[config.mk]
export PLATFORM = sky130hd
export DESIGN_NAME = vec_sequencer_flat
export DESIGN_NICKNAME = d
export VERILOG_FILES = /design/src/rtl/vec_pkg.sv /design/src/rtl/vec_sequencer_if.sv /design/src/rtl/vec_sequencer.sv /design/src/flat_wrapper.sv
export SDC_FILE = /design/constraint.sdc
export NUM_CORES = 1
export LEC_CHECK = 0
export ABC_CLOCK_PERIOD_IN_PS = 3700
export CAP_MARGIN = 25
export CORE_MARGIN = 4
export CORE_UTILIZATION = 44
export CTS_CLUSTER_DIAMETER = 200
export CTS_CLUSTER_SIZE = 28
export DETAILED_ROUTE_END_ITERATION = 16
export PLACE_DENSITY = 0.86
export SLEW_MARGIN = 30
export SYNTH_ARGS = -nofsm -noshare
export SYNTH_HDL_FRONTEND = slang
export SYNTH_SLANG_ARGS = --single-unit
export TNS_END_PERCENT = 5
[constraint.sdc]
create_clock -name clk -period 3.7 [get_ports clk]
set_input_delay 0.555 -clock clk [delete_from_list [all_inputs] [get_ports clk]]
set_output_delay 0.555 -clock clk [all_outputs]
set_load 0.05 [all_outputs]
[src/rtl/vec_pkg.sv]
// Shared definitions for the vector instruction sequencer: opcodes, FSM
// state encoding and the fixed vector register indices.
package vec_pkg;

  localparam int unsigned OP_W  = 2;
  localparam int unsigned REG_W = 2;

  localparam logic [OP_W-1:0] OP_LOAD  = 2'b00;
  localparam logic [OP_W-1:0] OP_STORE = 2'b01;
  localparam logic [OP_W-1:0] OP_ADD   = 2'b10;
  localparam logic [OP_W-1:0] OP_MUL   = 2'b11;

  localparam logic [REG_W-1:0] REG_A1 = 2'd0;
  localparam logic [REG_W-1:0] REG_A2 = 2'd1;
  localparam logic [REG_W-1:0] REG_A3 = 2'd2;
  localparam logic [REG_W-1:0] REG_A4 = 2'd3;

  typedef enum logic [1:0] {
    ST_IDLE = 2'd0,
    ST_MEM  = 2'd1,
    ST_ALU  = 2'd2,
    ST_WB   = 2'd3
  } vseq_state_e;

endpackage

[src/rtl/vec_sequencer_if.sv]
// Handshake bundle between the sequencer and fetch / memory / ALU / register file.
// master = sequencer side, slave = surrounding datapath side.
interface vec_sequencer_if #(
  parameter int unsigned ADDR_W = 9
);

  logic              instr_valid;
  logic              instr_ready;
  logic [ADDR_W+3:0] instr;
  logic              mem_req;
  logic              mem_we;
  logic [ADDR_W-1:0] mem_addr;
  logic              mem_ack;
  logic              alu_start;
  logic              alu_op;
  logic              alu_done;
  logic [1:0]        read_sel;
  logic [1:0]        write_sel;
  logic              write_en;
  logic [1:0]        write_sel2;
  logic              write_en2;
  logic              wb_src;
  logic              busy;
  logic              done;
  logic              err;

  modport master (
    input  instr_valid, instr, mem_ack, alu_done,
    output instr_ready, mem_req, mem_we, mem_addr, alu_start, alu_op,
           read_sel, write_sel, write_en, write_sel2, write_en2, wb_src,
           busy, done, err
  );

  modport slave (
    output instr_valid, instr, mem_ack, alu_done,
    input  instr_ready, mem_req, mem_we, mem_addr, alu_start, alu_op,
           read_sel, write_sel, write_en, write_sel2, write_en2, wb_src,
           busy, done, err
  );

endinterface

[src/rtl/vec_sequencer.sv]
// Single-issue sequencer for the 4 x 512-bit vector register file.
// Accepts one instruction, runs the memory or ALU handshake, then issues
// the register-file write. Optional watchdog: define VSEQ_TIMEOUT_EN.
module vec_sequencer
  import vec_pkg::*;
#(
  parameter int unsigned ADDR_W = 9
`ifdef VSEQ_TIMEOUT_EN
  ,
  parameter int unsigned TIMEOUT_CYCLES = 255
`endif
) (
  input logic       clk,
  input logic       reset,
  vec_sequencer_if.master bus
);

  vseq_state_e       state_q, state_d;
  logic [OP_W-1:0]   op_q, op_d;
  logic [REG_W-1:0]  reg_q, reg_d;
  logic [ADDR_W-1:0] addr_q, addr_d;

  logic [OP_W-1:0]   in_op_c;
  logic [REG_W-1:0]  in_reg_c;
  logic [ADDR_W-1:0] in_addr_c;
  logic              accept_c;
  logic              store_done_c;
  logic              timeout_c;

  logic              instr_ready_q;
  logic              mem_req_q;
  logic              mem_we_q;
  logic              alu_start_q;
  logic              alu_op_q;
  logic [REG_W-1:0]  read_sel_q;
  logic [REG_W-1:0]  write_sel_q;
  logic              write_en_q;
  logic [REG_W-1:0]  write_sel2_q;
  logic              write_en2_q;
  logic              wb_src_q;
  logic              busy_q;
  logic              done_q;

  assign in_op_c   = bus.instr[ADDR_W+3:ADDR_W+2];
  assign in_reg_c  = bus.instr[ADDR_W+1:ADDR_W];
  assign in_addr_c = bus.instr[ADDR_W-1:0];
  assign accept_c  = (state_q == ST_IDLE) && instr_ready_q && bus.instr_valid;

`ifdef VSEQ_TIMEOUT_EN
  localparam int unsigned CNT_W = ($clog2(TIMEOUT_CYCLES + 1) > 8) ?
                                  $clog2(TIMEOUT_CYCLES + 1) : 8;

  logic [CNT_W-1:0] tmo_cnt_q;
  logic             err_q, err_d;

  // Watchdog: counts cycles spent waiting in MEM or ALU, zero elsewhere.
  always_ff @(posedge clk) begin
    if (reset) begin
      tmo_cnt_q <= '0;
    end else if ((state_q == ST_MEM) || (state_q == ST_ALU)) begin
      tmo_cnt_q <= tmo_cnt_q + CNT_W'(1);
    end else begin
      tmo_cnt_q <= '0;
    end
  end

  assign timeout_c = (tmo_cnt_q == CNT_W'(TIMEOUT_CYCLES - 1));
  assign bus.err   = err_q;
`else
  assign timeout_c = 1'b0;
  assign bus.err   = 1'b0;
`endif

  // Next-state and instruction latch decode.
  always_comb begin
    state_d      = state_q;
    op_d         = op_q;
    reg_d        = reg_q;
    addr_d       = addr_q;
    store_done_c = 1'b0;
`ifdef VSEQ_TIMEOUT_EN
    err_d        = err_q;
`endif
    case (state_q)
      ST_IDLE: begin
        if (accept_c) begin
          op_d    = in_op_c;
          reg_d   = in_reg_c;
          addr_d  = in_addr_c;
          state_d = in_op_c[1] ? ST_ALU : ST_MEM;
        end
      end
      ST_MEM: begin
        if (bus.mem_ack) begin
          store_done_c = (op_q == OP_STORE);
          state_d      = (op_q == OP_STORE) ? ST_IDLE : ST_WB;
        end else if (timeout_c) begin
          state_d = ST_IDLE;
`ifdef VSEQ_TIMEOUT_EN
          err_d   = 1'b1;
`endif
        end
      end
      ST_ALU: begin
        if (bus.alu_done) begin
          state_d = ST_WB;
        end else if (timeout_c) begin
          state_d = ST_IDLE;
`ifdef VSEQ_TIMEOUT_EN
          err_d   = 1'b1;
`endif
        end
      end
      ST_WB:   state_d = ST_IDLE;
      default: state_d = ST_IDLE;
    endcase
  end

  // State, latched instruction and all registered outputs.
  always_ff @(posedge clk) begin
    if (reset) begin
      state_q       <= ST_IDLE;
      op_q          <= OP_LOAD;
      reg_q         <= REG_A1;
      addr_q        <= '0;
      instr_ready_q <= 1'b0;
      mem_req_q     <= 1'b0;
      mem_we_q      <= 1'b0;
      alu_start_q   <= 1'b0;
      alu_op_q      <= 1'b0;
      read_sel_q    <= REG_A1;
      write_sel_q   <= REG_A1;
      write_en_q    <= 1'b0;
      write_sel2_q  <= REG_A1;
      write_en2_q   <= 1'b0;
      wb_src_q      <= 1'b0;
      busy_q        <= 1'b0;
      done_q        <= 1'b0;
`ifdef VSEQ_TIMEOUT_EN
      err_q         <= 1'b0;
`endif
    end else begin
      state_q       <= state_d;
      op_q          <= op_d;
      reg_q         <= reg_d;
      addr_q        <= addr_d;
      instr_ready_q <= (state_d == ST_IDLE);
      busy_q        <= (state_d != ST_IDLE);
      mem_req_q     <= (state_d == ST_MEM);
      mem_we_q      <= (state_d == ST_MEM) && (op_d == OP_STORE);
      read_sel_q    <= (state_d == ST_MEM) ? reg_d : REG_A1;
      alu_start_q   <= (state_q != ST_ALU) && (state_d == ST_ALU);
      if (accept_c && in_op_c[1]) begin
        alu_op_q <= in_op_c[0];
      end
      write_en_q    <= (state_d == ST_WB);
      write_sel_q   <= (state_d != ST_WB)    ? REG_A1 :
                       (op_d == OP_LOAD)     ? reg_d  : REG_A3;
      wb_src_q      <= (state_d == ST_WB) && op_d[1];
      write_en2_q   <= (state_d == ST_WB) && (op_d == OP_MUL);
      write_sel2_q  <= ((state_d == ST_WB) && (op_d == OP_MUL)) ? REG_A4 : REG_A1;
      done_q        <= (state_d == ST_WB);
`ifdef VSEQ_TIMEOUT_EN
      err_q         <= err_d;
`endif
    end
  end

  assign bus.instr_ready = instr_ready_q;
  assign bus.mem_req     = mem_req_q;
  assign bus.mem_we      = mem_we_q;
  assign bus.mem_addr    = addr_q;
  assign bus.alu_start   = alu_start_q;
  assign bus.alu_op      = alu_op_q;
  assign bus.read_sel    = read_sel_q;
  assign bus.write_sel   = write_sel_q;
  assign bus.write_en    = write_en_q;
  assign bus.write_sel2  = write_sel2_q;
  assign bus.write_en2   = write_en2_q;
  assign bus.wb_src      = wb_src_q;
  assign bus.busy        = busy_q;
  // STORE retires in its ack cycle; everything else retires in WB.
  assign bus.done        = done_q | (store_done_c & ~reset);

endmodule

[src/flat_wrapper.sv]
// flat-port wrapper written by rule: the top's interface ports become plain ports
module vec_sequencer_flat import vec_pkg::*;
#(
  parameter int unsigned ADDR_W = 9

)
  (clk, reset, bus_instr_valid, bus_instr, bus_mem_ack, bus_alu_done, bus_instr_ready, bus_mem_req, bus_mem_we, bus_mem_addr, bus_alu_start, bus_alu_op, bus_read_sel, bus_write_sel, bus_write_en, bus_write_sel2, bus_write_en2, bus_wb_src, bus_busy, bus_done, bus_err);
  vec_sequencer_if #(.ADDR_W(ADDR_W)) bus_i ();
  input logic clk;
  input logic reset;
  input wire logic [$bits(bus_i.instr_valid)-1:0] bus_instr_valid;
  input wire logic [$bits(bus_i.instr)-1:0] bus_instr;
  input wire logic [$bits(bus_i.mem_ack)-1:0] bus_mem_ack;
  input wire logic [$bits(bus_i.alu_done)-1:0] bus_alu_done;
  output wire logic [$bits(bus_i.instr_ready)-1:0] bus_instr_ready;
  output wire logic [$bits(bus_i.mem_req)-1:0] bus_mem_req;
  output wire logic [$bits(bus_i.mem_we)-1:0] bus_mem_we;
  output wire logic [$bits(bus_i.mem_addr)-1:0] bus_mem_addr;
  output wire logic [$bits(bus_i.alu_start)-1:0] bus_alu_start;
  output wire logic [$bits(bus_i.alu_op)-1:0] bus_alu_op;
  output wire logic [$bits(bus_i.read_sel)-1:0] bus_read_sel;
  output wire logic [$bits(bus_i.write_sel)-1:0] bus_write_sel;
  output wire logic [$bits(bus_i.write_en)-1:0] bus_write_en;
  output wire logic [$bits(bus_i.write_sel2)-1:0] bus_write_sel2;
  output wire logic [$bits(bus_i.write_en2)-1:0] bus_write_en2;
  output wire logic [$bits(bus_i.wb_src)-1:0] bus_wb_src;
  output wire logic [$bits(bus_i.busy)-1:0] bus_busy;
  output wire logic [$bits(bus_i.done)-1:0] bus_done;
  output wire logic [$bits(bus_i.err)-1:0] bus_err;
  assign bus_i.instr_valid = bus_instr_valid;
  assign bus_i.instr = bus_instr;
  assign bus_i.mem_ack = bus_mem_ack;
  assign bus_i.alu_done = bus_alu_done;
  assign bus_instr_ready = bus_i.instr_ready;
  assign bus_mem_req = bus_i.mem_req;
  assign bus_mem_we = bus_i.mem_we;
  assign bus_mem_addr = bus_i.mem_addr;
  assign bus_alu_start = bus_i.alu_start;
  assign bus_alu_op = bus_i.alu_op;
  assign bus_read_sel = bus_i.read_sel;
  assign bus_write_sel = bus_i.write_sel;
  assign bus_write_en = bus_i.write_en;
  assign bus_write_sel2 = bus_i.write_sel2;
  assign bus_write_en2 = bus_i.write_en2;
  assign bus_wb_src = bus_i.wb_src;
  assign bus_busy = bus_i.busy;
  assign bus_done = bus_i.done;
  assign bus_err = bus_i.err;
  vec_sequencer #(.ADDR_W(ADDR_W)) u_core (.clk(clk), .reset(reset), .bus(bus_i));
endmodule
# Word-level counts from Yosys, hierarchy flattened
# Cells that the tools add are included.
# word_totals
register_bits	30
latchBits	0
mem_bits_rw	0
romBits	0
input_bits	18
output_inout_bits	26
word_cells	62
mem_count	0
# classes
n_addsub	0
multipliers	0
div	0
n_lt_le_gt_ge	0
eq_ne	11
shift	0
mux	14
n_bitwise	5
reduce_logical	15
# op_table
operator	count
2-bit 2-to-1 mux	11
2-bit equality test (second input constant)	5
2-bit by 1-bit equality test with 1-bit output (second input constant)	4
2-bit case mux with 4 select lines	1
1-bit logical AND	7
2-bit zero test	3
2-bit != test (second input constant)	2
2-bit OR reduction	2
1-bit NOT	3
3-bit OR reduction	1
1-bit 2-to-1 mux	2
2-bit AND reduction	1
2-bit nonzero test	1
1-bit AND	1
1-bit OR	1

# Longest topological paths before layout
# logic_depth
word_depth	8
depth_mapped	5
depth_no_buf	4

# Worst setup path after synthesis
# Ideal clock, no wire load.
# synth_path
path_type	in2out
start	input port reset
end	output port bus_done
t_arrival_ps	1223
required_time_ps	3145
setup_slack_ps	1922
cell_stages	3
path_buffers	1
path_cell_list	clkbuf_1 nor2_1 a21o_1
# synth_via
elab_chain_cells	3
# synth_rtl
element	line	text
start: declaration	flat_wrapper.sv:10	input logic reset;
1-bit NOT	vec_sequencer.sv:183	assign bus.done = done_q | (store_done_c & ~reset);
1-bit AND	vec_sequencer.sv:183	
1-bit OR	vec_sequencer.sv:183	
end: declaration	flat_wrapper.sv:28	output wire logic [$bits(bus_i.done)-1:0] bus_done;
# No other way between the ends.

# Worst setup path in the final report
# layout_path
start	input port bus_mem_ack
end	output port bus_done
# layout_via
elab_chain_cells	4
# layout_rtl
element	line	text
start: declaration	flat_wrapper.sv:13	input wire logic [$bits(bus_i.mem_ack)-1:0] bus_mem_ack;
1-bit 2-to-1 mux	vec_sequencer.sv:94	if (bus.mem_ack) begin
1-bit 2-to-1 mux	vec_sequencer.sv:84	case (state_q)
1-bit AND	vec_sequencer.sv:183	
1-bit OR	vec_sequencer.sv:183	
# No other way between the ends.

==> impl_metrics.csv <==
group,metric,value,unit
status,status,"finished clean",
pwr,seqPwrFrac,0.462,
final_layout,antenna_cells,0,
detailed_routing,viasPerCell,5.09,
final_layout,fillers,191,
place,placed_cell_area,1460,um^2
worst_setup_path,crit_fanout,3,
synth,async_reset_ff_frac,0,
detailed_routing,vias,912,
final_layout,fin_util,0.663,
pwr,power_density,523,nW/um^2
timing,slew_violations,0,
synth,synth_top_area_frac,0.541,
worst_hold_path,min_path_type,"register to register",
worst_setup_path,r2r_slack,2.14,ns
clock_network,ctsHoldBuffers,0,
worst_setup_path,criticalPathCategory,"input pin to primary output",
pwr,leakage,0.555,nW
synth,ys_top_cells_by_count,"dfxtp_1, nand2_1, a21oi_1",
synth,netlist_area,1040,um^2
timing,period_minus_slack,2.77,ns
timing,setup_viol,0,
place,post-place-ws,0.934,ns
detailed_routing,dr.pass1.iters,4,
final_layout,area_growth_syn_to_layout,43.0,%
synth,synth_cells,112,
floorplanning,initial_utilization,0.464,
floorplanning,core_area,2230,um^2
job,maxCapViolCount,0,
synth,synth_warnings,0,
clock_network,cts_tree,"yes",
clock_network,clk_pin_slew,0.13,ns
place,gp_congestion,0.766,
worst_setup_path,critPathCaptureType,"primary output",
detailed_routing,drt_wl_total,2390,um
clock_network,post_cts_resize_count,0,
worst_setup_path,crit_arrival,2.22,ns
timing,rsz0062_at_grt,"no",
floorplanning,fp-row-count,17,
clock_network,cts_max_level,1,
timing,fin_ws,0.928,ns
timing,whs,0.465,ns
floorplanning,die_w,56.5,um
detailed_routing,drtAntennaViolNets,0,
worst_setup_path,cp.required,3.14,ns
synth,synth_most_common_cell,"dfxtp_1",
timing,tightestPinTransition,0.529,ns
clock_network,cts.path.max_buffers,2,
synth,synth-seq-cells,28,
timing,period_share,0.749,
detailed_routing,wl_per_cell,13.3,um
place,hpwl,1770,um
final_layout,design_area,1480,um^2
grt,grt_overflow,0,
synth,synth_nets,130,
clock_network,clkLatencyLatePin,0.31,ns
place,io_buffers,42,
synth,synth_cell_types,32,
grt,grtUsageTotal,0.145,
timing,hold_viol,0,
grt,grt_max_degree,22,
final_layout,drive_gt1_frac,0.0662,
pwr,ir_drop,331,uV
floorplanning,io_pins,44,
floorplanning,die-area,3200,um^2
clock_network,clock_sinks,28,
pwr,netSwitchingPower,0.293,mW
final_layout,nets,171,
timing,slew_headroom,0.646,
synth,synth_top_flop_cell,"dfxtp_1",
clock_network,numCtsBuffers,3,
floorplanning,die_y,56.5,um
grt,grt_pass1_vias,882,
clock_network,cts_setup_buffers,0,
grt,grt_antenna_before_repair,0,
detailed_routing,drt_iter0_drc,12,
timing,max_freq,361,MHz
pwr,p_comb_frac,0.388,
synth,synth_edf_count,0,
timing,skew,0.00225,ns
synth,syn_area_per_cell,9.25,um^2
synth,synth_area_leaders,"dfxtp_1, nand2_1, a21oi_1, buf_4, nor2_1",
pwr,p_sw_frac,0.377,
timing,tns,0,ns
pwr,p_int,0.483,mW
grt,grt_pass1_wl,3740,um
synth,ys_seq_area_frac,0.541,
detailed_routing,drc_errors,0,
pwr,clkPwrFrac,0.151,
worst_setup_path,start_kind,"input pin",
clock_network,root_buffer,"clkbuf_4",
synth,synth.largest_area_cell,"dfxtp_1",
==> power groups by stage <==
stage	clock network, mW	registers [mW]	logic (mW)
6_report	0.117	0.358	0.301
5_1_grt	0.135	0.362	0.318
4_1_cts	0.121	0.357	0.301
3_5_place_dp	0	0.364	0.299
3_3_place_gp	0	0.362	0.297
2_1_floorplan	0	0.447	0.122
==> flip-flops by register name (all words and copies together), names as in the netlist <==
register / count
u_core.bus.alu_op: 1
u_core.bus.alu_start: 1
u_core.bus.busy: 1
u_core.bus.instr_ready: 1
u_core.bus.mem_addr: 9
u_core.bus.mem_req: 1
u_core.bus.mem_we: 1
u_core.bus.read_sel: 2
u_core.bus.wb_src: 1
u_core.bus.write_en: 1
u_core.bus.write_sel: 2
u_core.bus.write_sel2: 1
u_core.op_q: 2
u_core.reg_q: 2
u_core.state_q: 2
==> metrics by stage <==
step	instances	power, mW
CTS	179	0.779
finish	179	0.775
global placement	176	0.659
detailed placement	176	0.663
global route	179	0.816
floorplan	112	0.569
==> layer usage <==
layer,GRT usage,up-vias,share of wire,wire [um]
li1,-,459,-,-
met1,0.155,414,0.40,954
met2,0.251,37,0.47,1130
met3,0.0621,2,0.12,294
met4,0.0542,0,0.0042,10
met5,0,-,0,0
==> cell type report <==
| class | count | area [um^2] | share of cell area |
|---|---|---|---|
| flip-flops and latches | 28 | 561 | 0.378 |
| repair buffers | 44 | 435 | 0.294 |
| multi-input cells | 74 | 420 | 0.284 |
| well taps | 28 | 35.0 | 0.0236 |
| clock buffers | 3 | 22.5 | 0.0152 |
| inverters | 2 | 7.51 | 0.00507 |
==> critical path, stage by stage <==
cell and delay (ns):
clkdlybuf4s50_1 0.49, and3b_1 0.24, a21o_1 0.14, clkdlybuf4s50_1 0.79
==> logic make-up after synthesis <==
group,count (synthesis),synth area share
multiplexers,2,0.0193
buffers and inverters,10,0.0531
flip-flops,28,0.541
AND/OR/NAND/NOR,50,0.251
AO/OA/AOI/OAI,21,0.132
other,1,0.00362
==> placed cells by master, fill, tap and decap left out, drive strengths merged <==
| cell type | n |
|---|---|
| nand3b | 2 |
| a211oi | 1 |
| nand3 | 2 |
| dfxtp | 28 |
| nand4bb | 1 |
| and3 | 2 |
| nor3 | 5 |
| clkdlybuf4s50 | 42 |
| nor2 | 7 |
| mux2i | 2 |
| and4bb | 1 |
| buf | 2 |
| and3b | 1 |
| nor4b | 1 |
| inv | 2 |
| o31ai | 1 |
| a22o | 1 |
| a21oi | 13 |
| o221a | 1 |
| and4 | 1 |
| a22oi | 1 |
| nand2 | 23 |
| o221ai | 1 |
| or2b | 1 |
| nand2b | 2 |
| a21o | 1 |
| or3 | 1 |
| clkbuf | 3 |
| a31oi | 1 |
| conb | 1 |
==> worst paths after layout <==
kind / startpoint / endpoint / depth (start not counted)
worst min-delay path: u_core.bus.mem_addr[6]$_SDFFE_PP0P_ / u_core.bus.mem_addr[6]$_SDFFE_PP0P_ / 2
worst max register to register: u_core.state_q[1]$_SDFF_PP0_ / u_core.bus.write_sel2[0]$_SDFF_PP0_ / 4
worst min register to register: u_core.bus.mem_addr[6]$_SDFFE_PP0P_ / u_core.bus.mem_addr[6]$_SDFFE_PP0P_ / 2
worst max-delay path: bus_mem_ack / bus_done / 4
Note: power is estimated with default switching activity, not from simulation.
